## src/rtl/exe_pkg.sv

```systemverilog
// Shared types and constants for the execute stage.
// Build macro EXE_MUL_EN adds the MUL state for the iterative multiplier.
package exe_pkg;

  localparam int XLEN_DEF     = 32;
  localparam int ALU_OP_W_DEF = 14;

  // One-hot ALU opcode bit positions
  localparam int ALU_ADD   = 0;
  localparam int ALU_SUB   = 1;
  localparam int ALU_SLL   = 2;
  localparam int ALU_SLT   = 3;
  localparam int ALU_SLTU  = 4;
  localparam int ALU_XOR   = 5;
  localparam int ALU_SRL   = 6;
  localparam int ALU_SRA   = 7;
  localparam int ALU_OR    = 8;
  localparam int ALU_AND   = 9;
  localparam int ALU_LUI   = 10;  // result = imm
  localparam int ALU_AUIPC = 11;  // result = pc + imm
  localparam int ALU_LINK  = 12;  // result = pc + 4
  localparam int ALU_ADDI  = 13;  // result = src1 + imm

  typedef enum logic [1:0] {
    ST_IDLE = 2'd0,
`ifdef EXE_MUL_EN
    ST_MUL  = 2'd2,
`endif
    ST_FULL = 2'd1
  } state_e;

endpackage

```

## src/rtl/exe_mul_iter.sv

```systemverilog
// Radix-2 shift-add multiplier, one partial product per step, low XLEN bits kept.
// Present only when EXE_MUL_EN is defined.
`ifdef EXE_MUL_EN
module exe_mul_iter #(
  parameter int XLEN = 32
) (
  input  logic            clk,
  input  logic            reset,
  input  logic            clear_i,
  input  logic            start_i,
  input  logic            step_i,
  input  logic [XLEN-1:0] a_i,
  input  logic [XLEN-1:0] b_i,
  output logic            done_o,
  output logic [XLEN-1:0] product_o
);

  localparam int CW = $clog2(XLEN);
  localparam logic [CW-1:0] CNT_LAST = CW'(XLEN - 1);

  logic [XLEN-1:0] acc_q, mcand_q, mplier_q;
  logic [CW-1:0]   cnt_q;
  logic [XLEN-1:0] partial_s;

  assign partial_s = acc_q + (mplier_q[0] ? mcand_q : '0);
  assign done_o    = step_i & (cnt_q == CNT_LAST);
  // The final step's sum is forwarded directly so the product is ready on the done cycle.
  assign product_o = partial_s;

  // Accumulator, shifting operands and step counter
  always_ff @(posedge clk or posedge reset) begin
    if (reset) begin
      acc_q    <= '0;
      mcand_q  <= '0;
      mplier_q <= '0;
      cnt_q    <= '0;
    end else if (clear_i) begin
      cnt_q <= '0;
    end else if (start_i) begin
      acc_q    <= '0;
      mcand_q  <= a_i;
      mplier_q <= b_i;
      cnt_q    <= '0;
    end else if (step_i) begin
      acc_q    <= partial_s;
      mcand_q  <= mcand_q << 1;
      mplier_q <= mplier_q >> 1;
      cnt_q    <= done_o ? '0 : cnt_q + CW'(1);
    end else begin
      cnt_q <= cnt_q;
    end
  end

endmodule
`endif

```

## src/rtl/exe_pipe.sv

```systemverilog
// Single-entry execute stage: combinational one-hot ALU, valid/ready on both sides.
// Build macro EXE_MUL_EN enables multi-cycle multiplies through exe_mul_iter.
module exe_pipe
  import exe_pkg::*;
#(
  parameter int XLEN     = XLEN_DEF,
  parameter int ALU_OP_W = ALU_OP_W_DEF
) (
  input  logic                clk,
  input  logic                reset,
  input  logic                flush,
  input  logic                left_valid,
  output logic                left_ready,
  input  logic [XLEN-1:0]     in_pc,
  input  logic [31:0]         in_inst,
  input  logic [XLEN-1:0]     in_src1,
  input  logic [XLEN-1:0]     in_src2,
  input  logic [XLEN-1:0]     in_imm,
  input  logic [ALU_OP_W-1:0] in_alu_op,
  input  logic                in_is_mul,
  input  logic                in_wreg_en,
  input  logic [4:0]          in_wreg_index,
  output logic                right_valid,
  input  logic                right_ready,
  output logic [XLEN-1:0]     out_pc,
  output logic [31:0]         out_inst,
  output logic [XLEN-1:0]     out_result,
  output logic                out_wreg_en,
  output logic [4:0]          out_wreg_index,
  output logic                busy
);

  localparam int SHW = $clog2(XLEN);
  localparam logic [XLEN-1:0] PC_STEP = XLEN'(32'd4);

  state_e          state_q, state_d;
  logic [XLEN-1:0] out_pc_q, out_pc_d, out_result_q, out_result_d;
  logic [31:0]     out_inst_q, out_inst_d;
  logic            out_wreg_en_q, out_wreg_en_d;
  logic [4:0]      out_wreg_index_q, out_wreg_index_d;
  logic            left_ready_s, left_fire_s, right_fire_s, slt_s, sltu_s;
  logic [SHW-1:0]  shamt_s;
  logic [XLEN-1:0] sra_s, alu_res_s;

  function automatic logic [XLEN-1:0] sel(input logic en, input logic [XLEN-1:0] v);
    return en ? v : '0;
  endfunction

  assign shamt_s = in_src2[SHW-1:0];
  assign slt_s   = $signed(in_src1) < $signed(in_src2);
  assign sltu_s  = in_src1 < in_src2;
  assign sra_s   = $signed(in_src1) >>> shamt_s;

  // One-hot ALU as an AND-OR mux; unselected lanes contribute zero
  always_comb begin
    alu_res_s = sel(in_alu_op[ALU_ADD],   in_src1 + in_src2)
              | sel(in_alu_op[ALU_SUB],   in_src1 - in_src2)
              | sel(in_alu_op[ALU_SLL],   in_src1 << shamt_s)
              | sel(in_alu_op[ALU_SLT],   {{(XLEN-1){1'b0}}, slt_s})
              | sel(in_alu_op[ALU_SLTU],  {{(XLEN-1){1'b0}}, sltu_s})
              | sel(in_alu_op[ALU_XOR],   in_src1 ^ in_src2)
              | sel(in_alu_op[ALU_SRL],   in_src1 >> shamt_s)
              | sel(in_alu_op[ALU_SRA],   sra_s)
              | sel(in_alu_op[ALU_OR],    in_src1 | in_src2)
              | sel(in_alu_op[ALU_AND],   in_src1 & in_src2)
              | sel(in_alu_op[ALU_LUI],   in_imm)
              | sel(in_alu_op[ALU_AUIPC], in_pc + in_imm)
              | sel(in_alu_op[ALU_LINK],  in_pc + PC_STEP)
              | sel(in_alu_op[ALU_ADDI],  in_src1 + in_imm);
  end

`ifdef EXE_MUL_EN
  logic            mul_start_s, mul_done_s;
  logic [XLEN-1:0] mul_prod_s;

  exe_mul_iter #(.XLEN(XLEN)) u_mul (
    .clk       (clk),
    .reset     (reset),
    .clear_i   (flush),
    .start_i   (mul_start_s),
    .step_i    (state_q == ST_MUL),
    .a_i       (in_src1),
    .b_i       (in_src2),
    .done_o    (mul_done_s),
    .product_o (mul_prod_s)
  );

  assign busy = (state_q == ST_MUL);
`else
  logic unused_is_mul_s;
  assign unused_is_mul_s = in_is_mul;
  assign busy = 1'b0;
`endif

  assign left_ready_s = ~flush & ((state_q == ST_IDLE) | ((state_q == ST_FULL) & right_ready));
  assign left_fire_s  = left_valid & left_ready_s;
  assign right_fire_s = (state_q == ST_FULL) & right_ready;

  // Next-state and output-register load; flush overrides every other event
  always_comb begin
    state_d          = state_q;
    out_pc_d         = out_pc_q;
    out_inst_d       = out_inst_q;
    out_result_d     = out_result_q;
    out_wreg_en_d    = out_wreg_en_q;
    out_wreg_index_d = out_wreg_index_q;
`ifdef EXE_MUL_EN
    mul_start_s      = 1'b0;
`endif
    if (flush) begin
      state_d = ST_IDLE;
    end else begin
      case (state_q)
        ST_IDLE, ST_FULL: begin
          if (left_fire_s) begin
            out_pc_d         = in_pc;
            out_inst_d       = in_inst;
            out_wreg_en_d    = in_wreg_en;
            out_wreg_index_d = in_wreg_index;
`ifdef EXE_MUL_EN
            if (in_is_mul) begin
              state_d     = ST_MUL;
              mul_start_s = 1'b1;
            end else begin
              state_d      = ST_FULL;
              out_result_d = alu_res_s;
            end
`else
            state_d      = ST_FULL;
            out_result_d = alu_res_s;
`endif
          end else if (right_fire_s) begin
            state_d = ST_IDLE;
          end else begin
            state_d = state_q;
          end
        end
`ifdef EXE_MUL_EN
        ST_MUL: begin
          if (mul_done_s) begin
            state_d      = ST_FULL;
            out_result_d = mul_prod_s;
          end else begin
            state_d = ST_MUL;
          end
        end
`endif
        default: state_d = ST_IDLE;
      endcase
    end
  end

  // State and output payload registers
  always_ff @(posedge clk or posedge reset) begin
    if (reset) begin
      state_q          <= ST_IDLE;
      out_pc_q         <= '0;
      out_inst_q       <= '0;
      out_result_q     <= '0;
      out_wreg_en_q    <= 1'b0;
      out_wreg_index_q <= '0;
    end else begin
      state_q          <= state_d;
      out_pc_q         <= out_pc_d;
      out_inst_q       <= out_inst_d;
      out_result_q     <= out_result_d;
      out_wreg_en_q    <= out_wreg_en_d;
      out_wreg_index_q <= out_wreg_index_d;
    end
  end

  assign left_ready     = left_ready_s;
  assign right_valid    = (state_q == ST_FULL);
  assign out_pc         = out_pc_q;
  assign out_inst       = out_inst_q;
  assign out_result     = out_result_q;
  assign out_wreg_en    = out_wreg_en_q;
  assign out_wreg_index = out_wreg_index_q;

endmodule

```

## config.mk

```make
export PLATFORM = sky130hd
export DESIGN_NAME = exe_pipe
export DESIGN_NICKNAME = d
export VERILOG_FILES = /design/src/rtl/exe_pkg.sv /design/src/rtl/exe_mul_iter.sv /design/src/rtl/exe_pipe.sv
export SDC_FILE = /design/constraint.sdc
export NUM_CORES = 1
export LEC_CHECK = 0
export CORE_MARGIN = 1.5
export CORE_UTILIZATION = 33
export DETAILED_ROUTE_END_ITERATION = 10
export DONT_BUFFER_PORTS = 1
export MAX_ROUTING_LAYER = met4
export PLACE_DENSITY = 0.49
export SLEW_MARGIN = 20
export SYNTH_ARGS = -nofsm -noshare
export SYNTH_HDL_FRONTEND = slang
export SYNTH_SLANG_ARGS = --single-unit
```

## constraint.sdc

```tcl
create_clock -name clk -period 3.4 [get_ports clk]
set_input_delay 0.68 -clock clk [delete_from_list [all_inputs] [get_ports clk]]
set_output_delay 0.68 -clock clk [all_outputs]
set_load 0.005 [all_outputs]
```

# Word level (Yosys, flattened, before mapping)
# Cells that the tools add are included.
# classes
n_addsub,5
magnitude_cmp,2
n_eq_ne,2
shift,3
muxes,18
bitwise_logic,21
reduce_logical,3
# op_table
operator,count
two-way mux 32 bit,12
bitwise OR 32 bit,12
adder 32 bit,3
less-than comparator 32 bit,2
bitwise OR 32 x 1 -> 32 bit,2
adder 32 x 3 -> 32 bit (second input constant),1
AND 32 bit,1
left shift 32 x 5 -> 32 bit,1
>> shifter 32 x 5 -> 32 bit,1
>>> shifter 32 x 5 -> 32 bit,1
subtractor 32 bit,1
bitwise XOR 32 bit,1
two-way mux 2 bit,4
!= test 4 bit (second input constant),1
AND 1 bit,3
AND reduction 3 bit,1
equality test 2 x 1 -> 1 bit (second input constant),1
logical NOT 2 bit,1
two-way mux 1 bit,2
OR reduction 2 bit,1
inverter 1 bit,1
bitwise OR 1 bit,1
# word_totals
register_bits,104
input_bits,186
out_inout_bits,105
wordCells,60

# Depth between registers and ports, before layout
# Gate-level depths: netlist (run 1).
# depth
ltp_word,15
mapped_depth,14
ltp_nobuf,12

# Least setup slack after synthesis (run 1)
# OpenSTA, ideal clock, no wires.
# synth_path
path_type,input port to flip-flop
from,input in_src2[2]
to,register out_result_q[31] (netlist: out_result[31])
setup_ps,131
arrival_ps,4124
required_time_ps,3269
path_slack_ps,-855
cell_stages,14
path_cell_list,clkbuf_1 inv_2 buf_1 buf_1 ha_1 or3_1 o2111a_1 o211ai_2 a221oi_2 a211o_1 o211ai_2 mux2_1 nor4_1 a31oi_1
# synth_between
elab_chain_cells,15
# synth_rtl
item,line,rtl
"start, declared",exe_pipe.sv:17,"input logic [XLEN-1:0] in_src2,"
adder 32 bit or subtractor 32 bit (tied branches),"exe_pipe.sv:56, exe_pipe.sv:57",
two-way mux 32 bit,exe_pipe.sv:46,return en ? v : '0;
bitwise OR 32 bit,exe_pipe.sv:57,"| sel(in_alu_op[ALU_SUB], in_src1 - in_src2)"
bitwise OR 32 bit,exe_pipe.sv:58,"| sel(in_alu_op[ALU_SLL], in_src1 << shamt_s)"
bitwise OR 32 x 1 -> 32 bit,exe_pipe.sv:59,"| sel(in_alu_op[ALU_SLT], {{(XLEN-1){1'b0}}, slt_s})"
bitwise OR 32 x 1 -> 32 bit,exe_pipe.sv:60,"| sel(in_alu_op[ALU_SLTU], {{(XLEN-1){1'b0}}, sltu_s})"
bitwise OR 32 bit,exe_pipe.sv:61,"| sel(in_alu_op[ALU_XOR], in_src1 ^ in_src2)"
bitwise OR 32 bit,exe_pipe.sv:62,"| sel(in_alu_op[ALU_SRL], in_src1 >> shamt_s)"
bitwise OR 32 bit *,exe_pipe.sv:63,"| sel(in_alu_op[ALU_SRA], sra_s)"
bitwise OR 32 bit *,exe_pipe.sv:64,"| sel(in_alu_op[ALU_OR], in_src1 | in_src2)"
bitwise OR 32 bit *,exe_pipe.sv:65,"| sel(in_alu_op[ALU_AND], in_src1 & in_src2)"
bitwise OR 32 bit *,exe_pipe.sv:66,"| sel(in_alu_op[ALU_LUI], in_imm)"
bitwise OR 32 bit *,exe_pipe.sv:67,"| sel(in_alu_op[ALU_AUIPC], in_pc + in_imm)"
bitwise OR 32 bit *,exe_pipe.sv:68,"| sel(in_alu_op[ALU_LINK], in_pc + PC_STEP)"
bitwise OR 32 bit *,exe_pipe.sv:69,"| sel(in_alu_op[ALU_ADDI], in_src1 + in_imm);"
"end signal, assigned",exe_pipe.sv:166,out_result_q <= out_result_d;
"end, declared",exe_pipe.sv:37,"logic [XLEN-1:0] out_pc_q, out_pc_d, out_result_q, out_result_d;"
# Every way passes the cells marked *; elsewhere a longest branch is shown, timed or not.
# A chain may end at the register's enable or synchronous reset.

# Worst setup path after layout (run 1)
# layout_path
from,input in_src1[10]
to,register out_result_q[31] (netlist: out_result[31])
# layout_between
elab_chain_cells,15
# layout_rtl
item,line,rtl
"start, declared",exe_pipe.sv:16,"input logic [XLEN-1:0] in_src1,"
adder 32 bit or subtractor 32 bit (tied branches),"exe_pipe.sv:56, exe_pipe.sv:57",
two-way mux 32 bit,exe_pipe.sv:46,
bitwise OR 32 bit,exe_pipe.sv:57,
bitwise OR 32 bit,exe_pipe.sv:58,
bitwise OR 32 x 1 -> 32 bit,exe_pipe.sv:59,
bitwise OR 32 x 1 -> 32 bit,exe_pipe.sv:60,
bitwise OR 32 bit,exe_pipe.sv:61,
bitwise OR 32 bit,exe_pipe.sv:62,
bitwise OR 32 bit,exe_pipe.sv:63,
bitwise OR 32 bit,exe_pipe.sv:64,
bitwise OR 32 bit,exe_pipe.sv:65,
bitwise OR 32 bit,exe_pipe.sv:66,
bitwise OR 32 bit,exe_pipe.sv:67,
bitwise OR 32 bit,exe_pipe.sv:68,
bitwise OR 32 bit *,exe_pipe.sv:69,
# Marks and branches as above.

==> results.json, run 1 <==
{
  "outcome": "complete, no violations",
  "gr-total-overflow": 0,
  "yosysSeqAreaShare_pct": 15.7,
  "cts_tree": "yes",
  "max_stage_delay_ns": 0.44,
  "crit_arrival_ns": 3.66,
  "area_growth_syn_to_layout_pct": 14.8,
  "start_kind": "input port",
  "hp-class": "input port to flop",
  "crit_path_end_kind": "flop",
  "numCtsBuffers": 9,
  "critPathMaxFanout": 12,
  "first_pass_iters": 6,
  "grtUsageMet2_pct": 48.2,
  "max_freq_mhz": 297,
  "nets": 2502,
  "synth_area_um2": 16400,
  "final_cell_area_um2": 18800,
  "postPlaceCellArea_um2": 18500,
  "synth-compound-area-share_pct": 29.1,
  "synthTopCellsByArea": "dfrtp_1 16%, ha_1 12%, mux4_2 7.6%",
  "maxSlewViolCount": 0,
  "met1_usage_pct": 44.6,
  "wl_mm": 81.6,
  "leakage_nw": 7.83,
  "syn_inst": 2050,
  "insertion_delay_ns": 0.41,
  "final.min_clock_period_ns": 3.37,
  "whs_ns": 0.326,
  "busiest_layer": "met2",
  "synth_xor_area_share_pct": 4.06,
  "synth-seq-cells": 103,
  "initial_core_util_pct": 33.5,
  "viasPerCell": 6.31,
  "required_ns": 3.69,
  "vias": 17803,
  "ir_drop_uv": 260,
  "yosysUniqueCellTypes": 85,
  "fp.dieW_um": 226,
  "io_pins": 291,
  "grt_pass1_wl_mm": 117,
  "clk_path_buf_depth": 2,
  "grtUsageTotal_pct": 32.4,
  "hold_viol_final": 0,
  "antenna_left": 0,
  "cts_htree_levels": 3,
  "crit_type": "input port to flop",
  "post_cts_resized": 0,
  "synth_top_area_share_pct": 15.7,
  "grt_antenna_before_repair": 4,
  "skew_ns": 0.0110,
  "drt_iter0_markers": 2308,
  "p_per_area_nw_per_um2": 288,
  "crit_chain": "inv_1, ha_1, or3_1, or4_4, o211ai_2, a221oi_2, a211o_1, o211ai_2, mux2_4, nor4_1, a31oi_1",
  "final.fill_count": 5118,
  "die_h_um": 226,
  "power_mw": 5.43,
  "drc_errors": 0,
  "hpwl_mm": 63.3,
  "synth_top_family_by_area": "compound AO/OA/AOI/OAI gates",
  "finalWeightedCongestion": 1.00,
  "yosys_warnings": 0,
  "cts_setup_buffers": 0,
  "yosysTopAreaCell": "dfrtp_1",
  "rsz0062_at_grt": "no",
  "ys.flop_type": "dfrtp_1",
  "drt-wirelength-per-cell_um": 28.9,
  "grt_max_degree": 73,
  "fp-row-count": 81,
  "path_clk_slew_ns": 0.09,
  "port_buffers": 0,
  "cts_hold_buf": 0,
  "avgSynthCellArea_um2": 7.99,
  "finalSetupTns_ns": 0,
  "yosys.area_share.simple_pct": 16.1,
  "cpMaxStageDelayCell": "or4_4",
  "cp_common_cell": "o211ai_2",
  "setup_viol": 0,
  "worst_pin_slew_ns": 0.987,
  "grt_pass1_vias": 17104,
  "synthAdderAreaFrac_pct": 12.7,
  "drive_above_1_share_pct": 19.3,
  "async_flop_share_pct": 100,
  "grtUsageMet3_pct": 6.00,
  "drv_cap": 0,
  "synth_mux_area_share_pct": 16.2,
  "core_um2": 49000,
  "dieArea_um2": 51000,
  "cts-root-buf": "clkbuf_16",
  "synth_edf_count": 0,
  "slew_headroom_pct": 34.2,
  "finalCritPeriodShare_pct": 99.2,
  "cts.sinks": 103,
  "syn_nets": 2400
}
registers in the layout (all words and copies together), names as in the netlist:
| signal | count |
|---|---|
| out_pc | 32 |
| state_q | 1 |
| out_result | 32 |
| out_inst | 32 |
| out_wreg_en | 1 |
| out_wreg_index | 5 |
cell type report:
class                      instances  area (µm²)  share of cell area (%)
multi-input combinational       1692       12900                    68.7
sequential                       103        2580                    13.7
clock buffer                       9         225                    1.20
clock inverter                     7        71.3                   0.379
inverter                         130         505                    2.69
timing repair buffer             216        1670                    8.89
tap                              664         831                    4.42
antenna                            2        5.00                  0.0266
cell families (layout without fill, tap and decap cells):
group,Yosys count,in the layout
compound gates,702,702
fa+ha+maj,164,164
buf+inv,255,362
xor+xnor,76,76
other cells,1,3
simple gates,564,564
mux,185,185
flops,103,103
worst paths after layout:
path / start / end / slack (ns) / cells past startpoint
setup / recovery: in_src1[10] / out_result[31]$_DFFE_PP0P_ / 0.03 / 11
hold / removal: flush / state_q[0]$_DFFE_PP0P_ / 0.33 / 1
setup reg to reg: state_q[0]$_DFFE_PP0P_ / out_result[18]$_DFFE_PP0P_ / 0.35 / 9
hold reg to reg: out_pc[9]$_DFFE_PP0P_ / out_pc[9]$_DFFE_PP0P_ / 0.54 / 1
max in group asynchronous: reset / out_result[2]$_DFFE_PP0P_ / 2.27 / 2
min in group asynchronous: reset / out_inst[20]$_DFFE_PP0P_ / 0.36 / 1
worst max-delay path: cells and delay by family:
family,cells,cell delay (ns)
AO/OA/AOI/OAI,5,1.23
AND/OR/NAND/NOR,3,1.09
multiplexers,1,0.33
adder cells (fa/ha/maj),1,0.29
buffers and inverters,1,0.03
report_power, final:
part / internal (mW) / total (mW) / switching (mW)
clock network: 0.523 / 1.17 / 0.652
registers: 1.40 / 1.54 / 0.148
logic: 1.22 / 2.71 / 1.49
cells in the final DEF (no fill, tap or decap), types with 55 or more instances in the layout:
cell and n:
a21oi_1 159, buf_4 212, dfrtp_1 103, ha_1 157, inv_1 119, mux2_2 82, mux4_2 55, nand2_1 165
nor2_1 171, o21ai_0 99
synthesized netlist by cell type (all sizes together) (23+ instances only):
cell type / n
nor2: 171
nand2: 165
a21oi: 161
ha: 160
o21ai: 133
inv: 129
dfrtp: 103
mux2: 92
clkbuf: 86
mux4: 55
xnor2: 47
nor3: 45
buf: 39
a211oi: 38
mux2i: 38
nand3: 36
a221oi: 35
a31oi: 35
a21o: 34
a22oi: 29
xor2: 29
nand4: 26
o21a: 26
o2111ai: 23
stage by stage:
stage          util, %  worst slack, ns  instances
2_1_floorplan        -           -0.123       2050
3_5_place_dp      37.7           -0.346       2805
6_report          38.4           0.0280       2823
5_1_grt           38.4          0.00540       2823
3_3_place_gp      37.7           -0.321       2805
4_1_cts           38.3            0.102       2821
metal layers:
metal  share of wire, %  vias up
met5                  0        -
met4                2.4        0
met3                9.5      103
met2                 44      924
met1                 44     8822
li1                   -     7954
(Power assumes the default switching activity.)
==> run 2, diff against run 1 <==
- RECOVER_POWER: default -> 50
==> results.json, run 2 (synthesis gave the netlist of run 1 again) <==
{
  "cts_tree": "yes",
  "hold_viol_final": 0,
  "drive_above_1_share_pct": 19.2,
  "grt_max_degree": 73,
  "setup_viol": 0,
  "crit_type": "input port to flop",
  "nets": 2502,
  "cts_setup_buffers": 0,
  "finalCritPeriodShare_pct": 99.5,
  "critPathMaxFanout": 12,
  "required_ns": 3.69,
  "final.fill_count": 5121,
  "p_switching_mw": 2.29,
  "mostFrequentLayoutCell": "buf_4",
  "final.min_clock_period_ns": 3.38,
  "gr-total-overflow": 0,
  "stdcell_count": 2824,
  "outcome": "finished, violations left",
  "path_clk_slew_ns": 0.09,
  "drt_iter0_markers": 2416,
  "worstHoldStart": "flush",
  "dieArea_um2": 51000,
  "rsz0062_at_grt": "no",
  "p_per_area_nw_per_um2": 289,
  "io_pins": 291,
  "power_mw": 5.43,
  "grt_pass1_wl_mm": 117,
  "p_seq_share_pct": 28.4,
  "routed-wl-met2_mm": 35.8,
  "die_h_um": 226,
  "maxSlewViolCount": 67,
  "drv_cap": 1,
  "p_int_mw": 3.13,
  "postPlaceCellArea_um2": 18500,
  "grt_pass1_vias": 17104,
  "clockPowerShare_pct": 21.6,
  "numCtsBuffers": 9,
  "fin_util_pct": 38.4,
  "area_growth_syn_to_layout_pct": 14.7,
  "max_freq_mhz": 296,
  "viasPerCell": 6.34,
  "initial_core_util_pct": 33.5,
  "hpwl_mm": 63.3,
  "vias": 17892,
  "swShare_pct": 42.2,
  "top_layer": "met4",
  "skew_ns": 0.0112,
  "cts.sinks": 103,
  "final_cell_mix": "211 x buf_4, 171 x nor2_1, 165 x nand2_1, 159 x a21oi_1, 157 x ha_1",
  "whs_ns": 0.325,
  "worst_pin_slew_ns": 1.54,
  "crit_arrival_ns": 3.67,
  "drt-wirelength-per-cell_um": 28.9,
  "final-seq-area_um2": 2580,
  "cts-root-buf": "clkbuf_16",
  "antenna_left": 0,
  "met3_length_mm": 7.53,
  "ir_drop_uv": 260,
  "finalWeightedCongestion": 1.00,
  "start_kind": "input port",
  "grt_antenna_before_repair": 4,
  "hp-class": "input port to flop",
  "fp-row-count": 81,
  "slew_headroom_pct": -2.63,
  "insertion_delay_ns": 0.41,
  "core_um2": 49000,
  "combPwrFrac_pct": 49.9,
  "port_buffers": 0,
  "r2r_start": "state_q[0]$_DFFE_PP0P_",
  "leakage_nw": 7.82,
  "crit_path_end_kind": "flop",
  "grtUsageTotal_pct": 32.4,
  "first_pass_iters": 5,
  "final_cell_area_um2": 18800,
  "fp.dieW_um": 226,
  "cts_htree_levels": 3,
  "dp.cells": 2805,
  "multiInputGateArea_um2": 12900,
  "crit_start": "in_src1[10]",
  "wl_mm": 81.6,
  "violations": "capacitance limit, slew limit",
  "clk_path_buf_depth": 2,
  "met1_length_mm": 36.3,
  "drc_errors": 0
}
## run 2: cell count changes in the layout (fill, tap and decap cells not counted)
cell,change
buf_12,-1
inv_2,+1
clkbuf_1,+1
diode_2,+1
clkbuf_2,+1
buf_4,-1
inv_4,-1
## run 2: path summary, 6_finish.rpt
check,to,slack [ns],cells past startpoint
min in group asynchronous,out_inst[20]$_DFFE_PP0P_,0.60,1
min reg2reg,out_pc[9]$_DFFE_PP0P_,0.54,1
min,state_q[0]$_DFFE_PP0P_,0.33,1
max reg2reg,out_result[18]$_DFFE_PP0P_,0.34,9
max in group asynchronous,out_result[8]$_DFFE_PP0P_,1.02,2
max,out_result[31]$_DFFE_PP0P_,0.02,11
## run 2: what timing repair did
action                     4_1_cts  5_1_grt
hold buffers                     0        0
gates resized for setup          0       12
setup endpoints to repair        0       11
## run 2: layout make-up
type                       count  share of cell area [%]
timing repair buffer         216                    8.79
tap                          664                    4.42
multi-input combinational   1692                    68.8
sequential                   103                    13.7
antenna                        3                  0.0399
inverter                     130                    2.68
clock buffer                   9                    1.20
clock inverter                 7                   0.379
## run 2: layer usage
metal / up-vias / global-route usage (%)
li1: 7949 / -
met1: 8905 / 44.6
met2: 933 / 48.2
met3: 105 / 6.00
met4: 0 / 9.09
met5: - / -
## run 2: per-stage QoR
| stage | setup TNS, ns | worst slack [ns] |
|---|---|---|
| final | 0 | 0.0173 |
| after floorplan | -0.158 | -0.123 |
| after global routing | 0 | 0.00540 |
| after detailed placement | -3.98 | -0.346 |
| after global placement | -3.57 | -0.321 |
| after CTS | 0 | 0.102 |
## run 2: worst max-delay path, stage by stage
cell and delay (ns):
inv_1 0.03, ha_1 0.29, or3_1 0.42, or4_4 0.44
o211ai_2 0.26, a221oi_2 0.13, a211o_1 0.39, o211ai_2 0.34
mux2_4 0.33, nor4_1 0.23, a31oi_1 0.11
## run 2: power groups by stage
stage / clock, mW / combinational (mW) / sequential [mW]
2_1_floorplan: 0 / 1.84 / 1.51
3_3_place_gp: 0 / 2.61 / 1.57
3_5_place_dp: 0 / 2.63 / 1.57
4_1_cts: 1.21 / 2.65 / 1.55
5_1_grt: 1.24 / 2.91 / 1.56
6_report: 1.17 / 2.71 / 1.54
